$ cat config.mk
export PLATFORM = sky130hd
export DESIGN_NAME = onchip_mem_arbiter
export DESIGN_NICKNAME = d
export VERILOG_FILES = /design/src/rtl/onchip_mem_arbiter.sv
export SDC_FILE = /design/constraint.sdc
export NUM_CORES = 1
export LEC_CHECK = 0
export ABC_AREA = 0
export CAP_MARGIN = 10
export CORE_AREA = 5 5 122 124
export CTS_BUF_LIST = sky130_fd_sc_hd__clkbuf_8 sky130_fd_sc_hd__clkbuf_16
export DETAILED_ROUTE_END_ITERATION = 8
export DIE_AREA = 0 0 127 129
export PLACE_DENSITY = 0.61
export SYNTH_ARGS = -nofsm -noshare
export SYNTH_HDL_FRONTEND = slang
export SYNTH_SLANG_ARGS = --single-unit
$ cat constraint.sdc
create_clock -name clk -period 3.7 [get_ports clk]
set_input_delay 1.11 -clock clk [delete_from_list [all_inputs] [get_ports clk]]
set_output_delay 1.11 -clock clk [all_outputs]
set_load 0.01 [all_outputs]
$ cat src/rtl/onchip_mem_arbiter.sv
// Round-robin arbiter sharing one single-port on-chip RAM between two Avalon-MM requesters.
// Optional feature: define MEM_ARB_RDREG_EN to register the read-return path (read latency 2).
module onchip_mem_arbiter #(
  parameter int ADDR_W = 14,
  parameter int DATA_W = 32,
  parameter int BE_W   = 4,
  parameter int DEPTH  = 15000
) (
  input  logic              clk,
  input  logic              reset_n,
  input  logic [ADDR_W-1:0] m0_address,
  input  logic              m0_read,
  input  logic              m0_write,
  input  logic [BE_W-1:0]   m0_byteenable,
  input  logic [DATA_W-1:0] m0_writedata,
  output logic              m0_waitrequest,
  output logic [DATA_W-1:0] m0_readdata,
  output logic              m0_readdatavalid,
  input  logic [ADDR_W-1:0] m1_address,
  input  logic              m1_read,
  input  logic              m1_write,
  input  logic [BE_W-1:0]   m1_byteenable,
  input  logic [DATA_W-1:0] m1_writedata,
  output logic              m1_waitrequest,
  output logic [DATA_W-1:0] m1_readdata,
  output logic              m1_readdatavalid,
  output logic [ADDR_W-1:0] mem_address,
  output logic [BE_W-1:0]   mem_byteenable,
  output logic              mem_chipselect,
  output logic              mem_write,
  output logic [DATA_W-1:0] mem_writedata,
  output logic              mem_clken,
  input  logic [DATA_W-1:0] mem_readdata,
  input  logic              err_clr,
  output logic              oor_err
);

  // One in-flight read return: who issued it and whether it hit the unpopulated region.
  typedef struct packed {
    logic valid;
    logic owner;
    logic oor;
  } ret_t;

  localparam logic [ADDR_W:0] DEPTH_L = (ADDR_W+1)'(DEPTH);

  logic              req0, req1, gnt0, gnt1, grant, last_grant;
  logic              sel_read, sel_write, in_range, rd_accept, oor_accept;
  logic [ADDR_W-1:0] sel_address;
  logic [BE_W-1:0]   sel_be;
  logic [DATA_W-1:0] sel_wdata;
  ret_t              p1;
  logic [DATA_W-1:0] ret_data, rd0_q, rd1_q;
  logic              rdv0, rdv1;

  // NOTE: every signal gets a default before the branches so no latch is inferred.
  always_comb begin
    req0        = m0_read | m0_write;
    req1        = m1_read | m1_write;
    gnt0        = reset_n & req0 & (~req1 | last_grant);
    gnt1        = reset_n & req1 & (~req0 | ~last_grant);
    grant       = gnt0 | gnt1;
    sel_address = '0;
    sel_be      = '0;
    sel_wdata   = '0;
    sel_read    = 1'b0;
    sel_write   = 1'b0;
    if (gnt1) begin
      sel_address = m1_address;
      sel_be      = m1_byteenable;
      sel_wdata   = m1_writedata;
      sel_read    = m1_read;
      sel_write   = m1_write;
    end else if (gnt0) begin
      sel_address = m0_address;
      sel_be      = m0_byteenable;
      sel_wdata   = m0_writedata;
      sel_read    = m0_read;
      sel_write   = m0_write;
    end
    in_range   = {1'b0, sel_address} < DEPTH_L;
    // Read+write together is a write; only a pure read expects a return.
    rd_accept  = grant & sel_read & ~sel_write;
    oor_accept = grant & ~in_range;
  end

  assign m0_waitrequest = ~reset_n | (req0 & ~gnt0);
  assign m1_waitrequest = ~reset_n | (req1 & ~gnt1);
  assign mem_address    = sel_address;
  assign mem_byteenable = sel_be;
  assign mem_writedata  = sel_wdata;
  assign mem_chipselect = grant & in_range;
  assign mem_write      = grant & sel_write & in_range;

  // NOTE: sequential state uses non-blocking assignments so every flop samples pre-edge values.
  always_ff @(posedge clk or negedge reset_n) begin
    if (!reset_n) begin
      last_grant <= 1'b1;
      oor_err    <= 1'b0;
      p1         <= '0;
    end else begin
      if (grant) last_grant <= gnt1;
      if (oor_accept)   oor_err <= 1'b1;
      else if (err_clr) oor_err <= 1'b0;
      p1 <= '{valid: rd_accept, owner: gnt1, oor: oor_accept};
    end
  end

  assign ret_data = p1.oor ? '0 : mem_readdata;
  assign rdv0     = p1.valid & ~p1.owner;
  assign rdv1     = p1.valid &  p1.owner;

`ifdef MEM_ARB_RDREG_EN
  logic rdv0_q, rdv1_q;

  // NOTE: the readdata holding registers are few and visible, so they take the reset too.
  always_ff @(posedge clk or negedge reset_n) begin
    if (!reset_n) begin
      rdv0_q <= 1'b0;
      rdv1_q <= 1'b0;
      rd0_q  <= '0;
      rd1_q  <= '0;
    end else begin
      rdv0_q <= rdv0;
      rdv1_q <= rdv1;
      if (rdv0) rd0_q <= ret_data;
      if (rdv1) rd1_q <= ret_data;
    end
  end

  assign m0_readdatavalid = rdv0_q;
  assign m1_readdatavalid = rdv1_q;
  assign m0_readdata      = rd0_q;
  assign m1_readdata      = rd1_q;
  // Keep the RAM enabled one extra cycle so its output survives into the return register.
  assign mem_clken        = grant | p1.valid;
`else
  always_ff @(posedge clk or negedge reset_n) begin
    if (!reset_n) begin
      rd0_q <= '0;
      rd1_q <= '0;
    end else begin
      if (rdv0) rd0_q <= ret_data;
      if (rdv1) rd1_q <= ret_data;
    end
  end

  // Owner sees RAM data directly on the return cycle; otherwise it keeps its last value.
  assign m0_readdatavalid = rdv0;
  assign m1_readdatavalid = rdv1;
  assign m0_readdata      = rdv0 ? ret_data : rd0_q;
  assign m1_readdata      = rdv1 ? ret_data : rd1_q;
  assign mem_clken        = grant;
`endif

endmodule

==> impl_metrics.json <==
{
  "outcome": "finished, final reports clean",
  "clk_latency_ps": 330,
  "cp.arrival_ps": 2540,
  "synthAdderAreaFrac_pct": 0,
  "grt_usage_pct": 19.0,
  "cp_num_cells": 7,
  "min_path_type": "flop to flop",
  "cp_common_cell": "buf_4",
  "core_um2": 13700,
  "dpl.hpwl_mm": 13.3,
  "max_freq_mhz": 274,
  "rows": 43,
  "place_area_um2": 6280,
  "clk_pin_slew_worst_paths_ps": 50,
  "regArea_um2": 1730,
  "grt_overflow": 0,
  "cp-startpoint": "m1_write",
  "drive_above_1_share_pct": 13.1,
  "drv_cap": 0,
  "fin_util_pct": 48.5,
  "r2r_cells": 11,
  "antenna_found_initial": 1,
  "setup.worst_path.end": "mem_writedata[2]",
  "r2r_end": "oor_err",
  "syn-cell-area_um2": 3360,
  "crit_buf_inv": 4,
  "area_growth_pct": 97.2,
  "synth_fp_nets": 496,
  "period_needed_ps": 3650,
  "synth_edf_count": 0,
  "hold_viol": 0,
  "gp_congestion": 0.890,
  "synth-xor-area-share_pct": 0,
  "wl_per_cell_um": 19.8,
  "ys_warn_count": 0,
  "firstDrtPassIters": 4,
  "yosys_register_bits": 69,
  "die_height_um": 129,
  "synth_compound_area_share_pct": 26.5,
  "post-route-drc-count": 0,
  "synth-simple-area-share_pct": 16.9,
  "synth.area.top_cells": "dfrtp_1 51%, a22o_1 11%, o21ai_0 10%, nand2_1 7.8%, nand2b_1 6.1%",
  "die_w_um": 127,
  "cpLargestDelayFamily": "buffers and inverters",
  "finalSetupViolations": 0,
  "cts_tree": "built",
  "via_per_inst": 4.64,
  "synth_top_cell_area_share_pct": 50.6,
  "cp_slowest_cell": "dlygate4sd2_1",
  "grt_pass1_vias": 3862,
  "design_area_um2": 6630,
  "path_class": "input port to output port",
  "ir_worst_vdd_mv": 0.213,
  "worstSetupEndpointType": "output port",
  "clockBufferDepth": 2,
  "yosys-top-cells-count": "70 x nand2_1, 68 x dfrtp_1, 68 x o21ai_0",
  "maxSlewHeadroom_pct": 36.5,
  "htreeDepth": 3,
  "cp.required_ps": 2590,
  "wl_mm": 16.2,
  "cts_hold_buf": 0,
  "reg2reg_setup_slack_ps": 1490,
  "nets": 770,
  "yosysMostFrequentCell": "nand2_1",
  "synth_top_family_by_area": "compound AO/OA/AOI/OAI gates",
  "cts_buffers": 9,
  "synth.mux.area_fraction_pct": 0,
  "antenna_left": 0,
  "worstSetupStartpointType": "input port",
  "initial_core_util_pct": 24.6,
  "reg2reg_from": "last_grant",
  "max_stage_delay_ps": 320,
  "crit_chain": "buf_4, or2_1, and3_4, buf_4, buf_4, a22o_1, dlygate4sd2_1",
  "rsz0062_at_grt": "yes",
  "syn_avg_cell_area_um2": 9.41,
  "clock-sinks": 69,
  "p_leak_nw": 3.14,
  "p_per_area_nw_per_um2": 496,
  "seq_area_frac_synth_pct": 51.4,
  "port_buffers": 260,
  "synth_area_leader_cell": "dfrtp_1",
  "multi_input_area_um2": 1510,
  "io-pin-count": 261,
  "yosys_most_used_dff": "dfrtp_1",
  "fp.dieArea_um2": 16400,
  "final_max_slew_viol_count": 0,
  "crit_fanout": 6,
  "fin_crit_sh_pct": 98.7,
  "skew_ps": 6.56,
  "synthCells": 357,
  "synthArstFlopShare_pct": 100,
  "grt_max_degree": 67,
  "cts-root-buf": "clkbuf_16",
  "tightestPinTransition_ps": 953,
  "dr_total_vias": 3787,
  "drt_iter0_drc": 128,
  "grt_pass1_wl_mm": 23.4,
  "synth.distinct_cells": 32,
  "fillers": 1326
}
==> report_power, final <==
part           switching, mW  internal, mW  total (mW)
clock                  0.314         0.587       0.901
combinational          0.606         0.736        1.34
sequential            0.0615         0.981        1.04
total                  0.981          2.30        3.28
==> worst reg2reg max path, stage by stage, from the launching register on <==
cell	delay, ps
dfstp_2	600
o21ai_4	90
buf_6	120
buf_4	120
a41o_1	210
and3_1	170
o2111ai_2	170
a21oi_2	110
buf_4	140
buf_4	120
buf_4	120
a21o_1	140
==> worst min path at each step <==
stage               cells past startpoint  slack, ps         to      start
finish                                  2        490  rd1_q[31]  rd1_q[31]
global route                            2        510  rd0_q[20]  rd0_q[20]
CTS                                     2        500  rd0_q[10]  rd0_q[10]
detailed placement                      2        480  rd1_q[25]  rd1_q[25]
global placement                        2        470   rd1_q[9]   rd1_q[9]
floorplan                               1        520    oor_err    oor_err
==> repair_timing <==
action / in CTS / in global routing
setup buffers: 3 / 2
gates resized for setup: 82 / 48
setup endpoints to repair: 55 / 27
pin swaps: 15 / 12
==> state kept, by name, indices dropped and copies added, names as in the netlist <==
| name | cells |
|---|---|
| rd0_q | 32 |
| rd1_q | 32 |
| p1 | 3 |
| last_grant | 1 |
| oor_err | 1 |
==> layer usage <==
metal | vias up | track usage (%) | routed length (um) | share of wire [%]
met5 | - | 0 | 0 | 0
met4 | 0 | 8.33 | 659 | 4.1
met3 | 28 | 8.92 | 1650 | 10
met2 | 184 | 32.4 | 7850 | 49
met1 | 1764 | 20.3 | 6000 | 37
li1 | 1811 | - | - | -
==> cells in the final DEF (no fill, tap or decap), types with 2 or more instances in the layout <==
cell type        count
nand2_1             69
buf_2                3
nand4_1              6
nor2_1               3
inv_1                7
clkbuf_16            9
a21o_1               3
dfrtp_1             68
dlymetal6s2s_1       9
bufinv_16            2
buf_12               2
nand2b_1            32
clkdlybuf4s15_1      5
buf_4               32
clkbuf_2             9
a22o_2               3
a22o_1              44
dlygate4sd2_1       32
o21ai_1              6
clkinv_2             2
and3_4               2
clkdlybuf4s50_1    198
o21ai_0             62
buf_6                4
==> area by class of cell <==
cell class | instances | area share, %
well taps | 180 | 3.40
multi-input cells | 250 | 22.8
repair buffers | 295 | 42.6
diodes | 1 | 0.0378
inverters | 6 | 0.340
flip-flops and latches | 69 | 26.1
clock buffers | 9 | 3.40
clock inverters | 7 | 1.36
==> per-stage QoR <==
stage	cells	TNS, ps	power [mW]	setup slack, ps	hold WS, ps
detailed placement	795	-31750	2.43	-795	482
global placement	795	-29630	2.41	-790	474
floorplan	357	0	1.54	51.1	521
finish	817	0	3.28	48.4	495
global route	817	-65.4	3.47	-40.2	510
CTS	814	-0.743	3.33	-0.743	501
==> cell families (layout without fill, tap and decap cells) <==
group	count (synthesis)	count (layout)
AO/OA/AOI/OAI	130	130
AND/OR/NAND/NOR	120	120
flip-flops	69	69
buffers and inverters	38	317
other	0	1
Note: power is estimated with default switching activity, not from simulation.
